## src/rtl/clint_timer_if.sv

```systemverilog
// Request/response bus between a single requester and the CLINT timer block.
// One request may be outstanding. The slave holds the response until the requester takes it.
interface clint_timer_if #(
  parameter int XLEN = 64
);
  logic              ReqValid;
  logic              ReqReady;
  logic              ReqWrite;
  logic [15:0]       ReqAdr;
  logic [XLEN-1:0]   ReqWData;
  logic [XLEN/8-1:0] ReqByteMask;
  logic              RspValid;
  logic              RspReady;
  logic [XLEN-1:0]   RspRData;
  logic              RspErr;

  modport master (
    output ReqValid, ReqWrite, ReqAdr, ReqWData, ReqByteMask, RspReady,
    input  ReqReady, RspValid, RspRData, RspErr
  );

  modport slave (
    input  ReqValid, ReqWrite, ReqAdr, ReqWData, ReqByteMask, RspReady,
    output ReqReady, RspValid, RspRData, RspErr
  );
endinterface

```

## src/rtl/clint_timer.sv

```systemverilog
// Machine timer and software interrupt block for one hart.
// It holds the mtime, mtimecmp and msip registers behind a single-outstanding request/response bus.
//
// state  | meaning
// S_IDLE | ReqReady high; an incoming request is accepted here
// S_RESP | response registered; held until RspReady
module clint_timer #(
  parameter int XLEN         = 64,
  parameter int TIMEBASE_DIV = 1
) (
  input  logic         clk,
  input  logic         reset,
  clint_timer_if.slave bus,
  output logic [63:0]  MTIME_CLINT,
  output logic         MTimerInt,
  output logic         MSwInt
);

  typedef enum logic {
    S_IDLE = 1'b0,
    S_RESP = 1'b1
  } state_e;

  state_e          state_q, state_d;
  logic [63:0]     mtime_q, mtime_d;
  logic [63:0]     mtimecmp_q, mtimecmp_d;
  logic            msip_q, msip_d;
  logic [XLEN-1:0] rsp_rdata_q, rsp_rdata_d;
  logic            rsp_err_q, rsp_err_d;
  logic            tick;

  function automatic logic [63:0] merge_bytes(input logic [63:0] old_v,
                                              input logic [63:0] new_v,
                                              input logic [7:0]  be);
    logic [63:0] r;
    r = old_v;
    for (int i = 0; i < 8; i++) begin
      if (be[i]) r[i*8 +: 8] = new_v[i*8 +: 8];
    end
    return r;
  endfunction

  // mtime advances every cycle when the divider is 1, so no counter is needed then
  if (TIMEBASE_DIV == 1) begin : g_nodiv
    assign tick = 1'b1;
  end else begin : g_div
    localparam int            PW   = $clog2(TIMEBASE_DIV);
    localparam logic [PW-1:0] LAST = PW'(TIMEBASE_DIV - 1);
    logic [PW-1:0] presc_q, presc_d;

    assign tick    = (presc_q == LAST);
    assign presc_d = tick ? '0 : presc_q + 1'b1;

    always_ff @(posedge clk) begin
      if (reset) presc_q <= '0;
      else       presc_q <= presc_d;
    end
  end

  logic accept, misaligned, dec_err, wr_ok;
  logic hit_msip, hit_cmp_lo, hit_cmp_hi, hit_time_lo, hit_time_hi;

  assign accept      = bus.ReqValid && (state_q == S_IDLE);
  assign misaligned  = (XLEN == 64) ? (bus.ReqAdr[2:0] != 3'b000) : (bus.ReqAdr[1:0] != 2'b00);
  assign hit_msip    = (bus.ReqAdr == 16'h0000);
  assign hit_cmp_lo  = (bus.ReqAdr == 16'h4000);
  assign hit_cmp_hi  = (XLEN == 32) && (bus.ReqAdr == 16'h4004);
  assign hit_time_lo = (bus.ReqAdr == 16'hBFF8);
  assign hit_time_hi = (XLEN == 32) && (bus.ReqAdr == 16'hBFFC);
  assign dec_err     = misaligned ||
                       !(hit_msip || hit_cmp_lo || hit_cmp_hi || hit_time_lo || hit_time_hi);
  assign wr_ok       = accept && bus.ReqWrite && !dec_err;

  // Place bus data and byte enables onto the 64-bit register lanes
  logic [63:0] wdata_ext;
  logic [7:0]  be_lo, be_hi;

  if (XLEN == 64) begin : g_x64
    assign wdata_ext = bus.ReqWData;
    assign be_lo     = bus.ReqByteMask;
    assign be_hi     = 8'h00;
  end else begin : g_x32
    assign wdata_ext = {bus.ReqWData, bus.ReqWData};
    assign be_lo     = {4'b0000, bus.ReqByteMask};
    assign be_hi     = {bus.ReqByteMask, 4'b0000};
  end

  logic [7:0]  cmp_be, time_be;
  logic [63:0] rd_word;

  assign cmp_be  = !wr_ok ? 8'h00 : hit_cmp_lo  ? be_lo : hit_cmp_hi  ? be_hi : 8'h00;
  assign time_be = !wr_ok ? 8'h00 : hit_time_lo ? be_lo : hit_time_hi ? be_hi : 8'h00;

  always_comb begin
    rd_word = 64'd0;
    if (hit_msip)         rd_word = {63'd0, msip_q};
    else if (hit_cmp_lo)  rd_word = mtimecmp_q;
    else if (hit_cmp_hi)  rd_word = {32'd0, mtimecmp_q[63:32]};
    else if (hit_time_lo) rd_word = mtime_q;
    else if (hit_time_hi) rd_word = {32'd0, mtime_q[63:32]};
  end

  // A write to either mtime half suppresses that cycle's increment for the whole register
  always_comb begin
    msip_d = msip_q;
    if (wr_ok && hit_msip && be_lo[0]) msip_d = wdata_ext[0];

    mtimecmp_d = merge_bytes(mtimecmp_q, wdata_ext, cmp_be);

    if (time_be != 8'h00) mtime_d = merge_bytes(mtime_q, wdata_ext, time_be);
    else if (tick)        mtime_d = mtime_q + 64'd1;
    else                  mtime_d = mtime_q;

    rsp_rdata_d = rsp_rdata_q;
    rsp_err_d   = rsp_err_q;
    if (accept) begin
      rsp_err_d   = dec_err;
      rsp_rdata_d = (bus.ReqWrite || dec_err) ? '0 : rd_word[XLEN-1:0];
    end
  end

  always_ff @(posedge clk) begin
    if (reset) begin
      mtime_q     <= 64'd0;
      mtimecmp_q  <= '1;
      msip_q      <= 1'b0;
      rsp_rdata_q <= '0;
      rsp_err_q   <= 1'b0;
    end else begin
      mtime_q     <= mtime_d;
      mtimecmp_q  <= mtimecmp_d;
      msip_q      <= msip_d;
      rsp_rdata_q <= rsp_rdata_d;
      rsp_err_q   <= rsp_err_d;
    end
  end

  always_ff @(posedge clk) begin
    if (reset) state_q <= S_IDLE;
    else       state_q <= state_d;
  end

  always_comb begin
    state_d = state_q;
    case (state_q)
      S_IDLE:  if (bus.ReqValid) state_d = S_RESP;
      S_RESP:  if (bus.RspReady) state_d = S_IDLE;
      default: state_d = S_IDLE;
    endcase
  end

  always_comb begin
    bus.ReqReady = 1'b0;
    bus.RspValid = 1'b0;
    case (state_q)
      S_IDLE:  bus.ReqReady = 1'b1;
      S_RESP:  bus.RspValid = 1'b1;
      default: bus.ReqReady = 1'b0;
    endcase
  end

  assign bus.RspRData = rsp_rdata_q;
  assign bus.RspErr   = rsp_err_q;
  assign MTIME_CLINT  = mtime_q;
  assign MTimerInt    = (mtime_q >= mtimecmp_q);
  assign MSwInt       = msip_q;

endmodule

```

## src/flat_wrapper.sv

```systemverilog
// flat-port wrapper written by rule: the top's interface ports become plain ports
module clint_timer_flat 
#(
  parameter int XLEN         = 64,
  parameter int TIMEBASE_DIV = 1
)
  (clk, reset, MTIME_CLINT, MTimerInt, MSwInt, bus_ReqValid, bus_ReqWrite, bus_ReqAdr, bus_ReqWData, bus_ReqByteMask, bus_RspReady, bus_ReqReady, bus_RspValid, bus_RspRData, bus_RspErr);
  clint_timer_if #(.XLEN(XLEN)) bus_i ();
  input  logic clk;
  input  logic reset;
  output logic [63:0] MTIME_CLINT;
  output logic MTimerInt;
  output logic MSwInt;
  input wire logic [$bits(bus_i.ReqValid)-1:0] bus_ReqValid;
  input wire logic [$bits(bus_i.ReqWrite)-1:0] bus_ReqWrite;
  input wire logic [$bits(bus_i.ReqAdr)-1:0] bus_ReqAdr;
  input wire logic [$bits(bus_i.ReqWData)-1:0] bus_ReqWData;
  input wire logic [$bits(bus_i.ReqByteMask)-1:0] bus_ReqByteMask;
  input wire logic [$bits(bus_i.RspReady)-1:0] bus_RspReady;
  output wire logic [$bits(bus_i.ReqReady)-1:0] bus_ReqReady;
  output wire logic [$bits(bus_i.RspValid)-1:0] bus_RspValid;
  output wire logic [$bits(bus_i.RspRData)-1:0] bus_RspRData;
  output wire logic [$bits(bus_i.RspErr)-1:0] bus_RspErr;
  assign bus_i.ReqValid = bus_ReqValid;
  assign bus_i.ReqWrite = bus_ReqWrite;
  assign bus_i.ReqAdr = bus_ReqAdr;
  assign bus_i.ReqWData = bus_ReqWData;
  assign bus_i.ReqByteMask = bus_ReqByteMask;
  assign bus_i.RspReady = bus_RspReady;
  assign bus_ReqReady = bus_i.ReqReady;
  assign bus_RspValid = bus_i.RspValid;
  assign bus_RspRData = bus_i.RspRData;
  assign bus_RspErr = bus_i.RspErr;
  clint_timer #(.XLEN(XLEN), .TIMEBASE_DIV(TIMEBASE_DIV)) u_core (.clk(clk), .reset(reset), .bus(bus_i), .MTIME_CLINT(MTIME_CLINT), .MTimerInt(MTimerInt), .MSwInt(MSwInt));
endmodule
```

## config.mk

```make
export PLATFORM = sky130hd
export DESIGN_NAME = clint_timer_flat
export DESIGN_NICKNAME = d
export VERILOG_FILES = /design/src/rtl/clint_timer_if.sv /design/src/rtl/clint_timer.sv /design/src/flat_wrapper.sv
export SDC_FILE = /design/constraint.sdc
export NUM_CORES = 1
export LEC_CHECK = 0
export CAP_MARGIN = 20
export CORE_MARGIN = 4
export CORE_UTILIZATION = 35
export CTS_CLUSTER_DIAMETER = 40
export CTS_CLUSTER_SIZE = 14
export DETAILED_ROUTE_END_ITERATION = 8
export GPL_TIMING_DRIVEN = 0
export PLACE_DENSITY = 0.66
export SYNTH_ARGS = -nofsm -noshare
export SYNTH_HDL_FRONTEND = slang
export SYNTH_SLANG_ARGS = --single-unit
```

## constraint.sdc

```tcl
create_clock -name clk -period 2.6 [get_ports clk]
set_input_delay 0.26 -clock clk [delete_from_list [all_inputs] [get_ports clk]]
set_output_delay 0.26 -clock clk [all_outputs]
set_load 0.05 [all_outputs]
```

==> impl_results.md <==
- Status: finished with violations
- Failing checks: negative setup slack
- Psw: 1610 uW
- DRC: 0
- Vias: 11,380
- Setup Skew: 15.1 ps
- Drt total wl: between 40 and 50 mm
- Placed instance area: approximately 14,000 sq um
- # setup viols final: 1
- Place WS: -1210 ps
- CTS buffer count: 17
- Crit path capture type: output port
- Initial antenna violation count: 2
- CP Launch Type: register
- Max-cap viol count: 0
- Most common cell in the synthesized netlist: dfxtp_1
- Initial core utilization: approximately 35%
- Die area: 33,800 sq um
- Multi-input logic area: 6430 sq um
- Yosys top cell by area: dfxtp_1
- Vias in the first global route: between 10,000 and 15,000
- Slew at the pin closest to its max-slew limit: roughly 1000 ps
- Layout area overhead: 34.3%
- CP Max Fanout: 2
- First-pass GRT wire length: between 60 and 70 mm
- Top FF cell, synth: dfxtp_1
- CTS Hold Bufs: 0
- Final estimated routing congestion in global placement: 0.936
- Seq/Total Area, Yosys: 36.1%
- Syn_area_per_cell: between 8 and 9 sq um
- Die height: approximately 180 microns
- Synth warn: 0
- Clock buffer depth: 2
- Internal power: between 4000 and 5000 uW
- Num ports: between 200 and 250
- Dpl hpwl: 31.0 mm
- Hold depth: 4
- H-tree depth: 4
- Nets: around 1,700
- Clock power share: between 40 and 50%
- Synth Cell Area: roughly 11,000 sq um
- HP Class: input pin to register
- Pwr dens: between 400 and 500 nW/um^2
- Commonest cells in the synthesized netlist: 195 x dfxtp_1, 161 x nand2_1, 118 x nor2_1, 78 x o211ai_1, 76 x inv_1
- Period utilisation layout: 116%
- Comb power frac: under 10%
- Share of cells above drive strength 1: about a tenth
- Placed Cells incl. Taps: 1,947
- 1st-iter DRT viols: 902
- Mapped Cells: roughly 1,300
- Clock transition at path regs: about 80 ps
- RSZ-0062 raised after global routing: true
- Synth unique cells: 67
- CP Data Required Time: between 2000 and 2500 ps
- Slew Viols, Final: 0
- Post-DRT Antenna Nets: 0
- Fmax: about 330 MHz
- Max VDD drop: just under 0.0004 V
- Vias per cell: ~5.7
- Fin util: 47.6%
- Setup TNS: -418 ps
- Detailed-router iteration count before antenna repair: 5
- Routed length per instance: around 20 microns
- Yosys reg bits: around 200
- Reg2reg path depth: 9
- P_leak: around 0.0057 uW
- Gr usage total: between 20% and 30%
- Number of synthesized flops with an enable pin: 0
- Reg area: 3940 sq um
- Final number of hold-violating endpoints: 0
- Clock latency on the worst-skew pair: between 400 and 500 ps
- Port-buffer cells: 221
- Synth top area share: around 36%
- Die width: ~180 microns
- Clock Tree Root: clkbuf_16
- FILL cells: 2,964
- Switching share of power: 26.2%
- GR Overflow Total: 0
- Syn nets: 1,487
- CORE AREA: between 30,000 and 40,000 sq um
- CTS tree: done
- Largest net degree at the start of global routing: 19
- Setup ws final: -418 ps
- Min Tclk post-route: approximately 3000 ps
- Synth top area cells: dfxtp_1 36%, ha_1 7.5%, nand2_1 5.6%
- Number of placement rows: 64
- Sinks on Clock Net: just under 200
- Final Non-Filler Cells: 1,992
- Slew HR: 31.5%
- Crit path kind: register to output port
- Cell area after layout: 14,500 sq um
- FFs w/ async S/R, synth: 0%
- CP arrival: about 2800 ps
- Sequential power share: approximately half
-- path summary, 6_finish.rpt --
path	startpoint	endpoint	slack [ps]
worst max-delay path	u_core.mtimecmp_q[47]	MTimerInt	-420
worst max register to register	u_core.MTIME_CLINT[7]	u_core.MTIME_CLINT[43]	110
worst min-delay path	bus_ReqByteMask[4]	u_core.MTIME_CLINT[36]	280
worst min register to register	u_core.bus.RspErr	u_core.bus.RspErr	490
-- routing by layer --
metal | global-route usage, % | share of wire (%) | vias up
met5 | 0 | 0 | -
met2 | 37.5 | 46 | 481
met1 | 30.7 | 43 | 5435
met4 | 5.77 | 1.7 | 0
met3 | 6.00 | 9.1 | 46
li1 | - | - | 5418
-- registers in the layout, indices dropped and copies added, names as in the netlist --
register / flops
u_core.MTIME_CLINT: 64
u_core.state_q: 1
u_core.mtimecmp_q: 64
u_core.bus.RspErr: 1
u_core.bus.RspRData: 64
u_core.MSwInt: 1
-- worst max-delay path, stage by stage, from the launching register on --
cell       delay [ps]
dfxtp_2           350
inv_2              50
ha_4              270
nand4_1           170
or3_4             390
nor3_4            240
o2111ai_4         230
and3_4            250
a31oi_4           160
buf_6             180
-- cell type report --
class	instances	share of cell area, %
Sequential cell	195	27.1
Tap cell	396	3.41
Clock buffer	19	3.05
Inverter	76	1.97
Multi-Input combinational cell	962	44.3
Buffer	96	3.22
Timing Repair Buffer	233	15.9
Antenna cell	2	0.0345
Clock inverter	13	0.991
-- power by group through the flow --
stage / registers (uW) / clock network, uW / logic, uW
4_1_cts: 3000 / 2740 / 451
2_1_floorplan: 3090 / 0 / 141
3_3_place_gp: 3070 / 0 / 443
5_1_grt: 3000 / 2840 / 481
3_5_place_dp: 3070 / 0 / 446
6_report: 3000 / 2720 / 458
-- cell families after synthesis --
| family | synth area share [%] |
|---|---|
| mux | 0.289 |
| buf+inv | 6.78 |
| flops | 36.1 |
| compound gates | 25.9 |
| fa+ha+maj | 7.52 |
| simple gates | 21.8 |
| xor+xnor | 1.54 |
-- cell usage in the layout (no fill, tap or decap), types with 7 or more instances in the layout --
| cell type | n |
|---|---|
| a31oi_1 | 19 |
| and4_1 | 21 |
| xor2_1 | 7 |
| a21oi_1 | 70 |
| nand3_1 | 42 |
| clkbuf_1 | 43 |
| ha_1 | 61 |
| inv_1 | 72 |
| a22oi_1 | 68 |
| a211oi_1 | 14 |
| nor2_1 | 116 |
| dfxtp_1 | 176 |
| o21ai_0 | 31 |
| a21o_1 | 8 |
| nor3_1 | 14 |
| o211ai_1 | 78 |
| clkbuf_16 | 17 |
| o22ai_1 | 16 |
| or3_1 | 16 |
| xnor2_1 | 12 |
| buf_4 | 22 |
| clkdlybuf4s50_1 | 220 |
| and3_1 | 13 |
| a22o_1 | 63 |
| buf_2 | 35 |
| and2_1 | 7 |
| nand2_1 | 160 |
| dfxtp_2 | 15 |
| nand4_1 | 26 |
-- through the flow --
| step | hold slack [ps] | total power [uW] |
|---|---|---|
| 2_1_floorplan | 359 | 3230 |
| 5_1_grt | 324 | 6320 |
| 4_1_cts | 265 | 6190 |
| 3_5_place_dp | 483 | 3520 |
| 3_3_place_gp | 473 | 3510 |
| 6_report | 281 | 6170 |
-- timing repair --
action | CTS | global route
buffers inserted | 4 | 7
gates resized for setup | 45 | 39
setup endpoints to repair | 162 | 87
cloned | 0 | 0
pin swaps | 8 | 10
(Power assumes the default switching activity.)
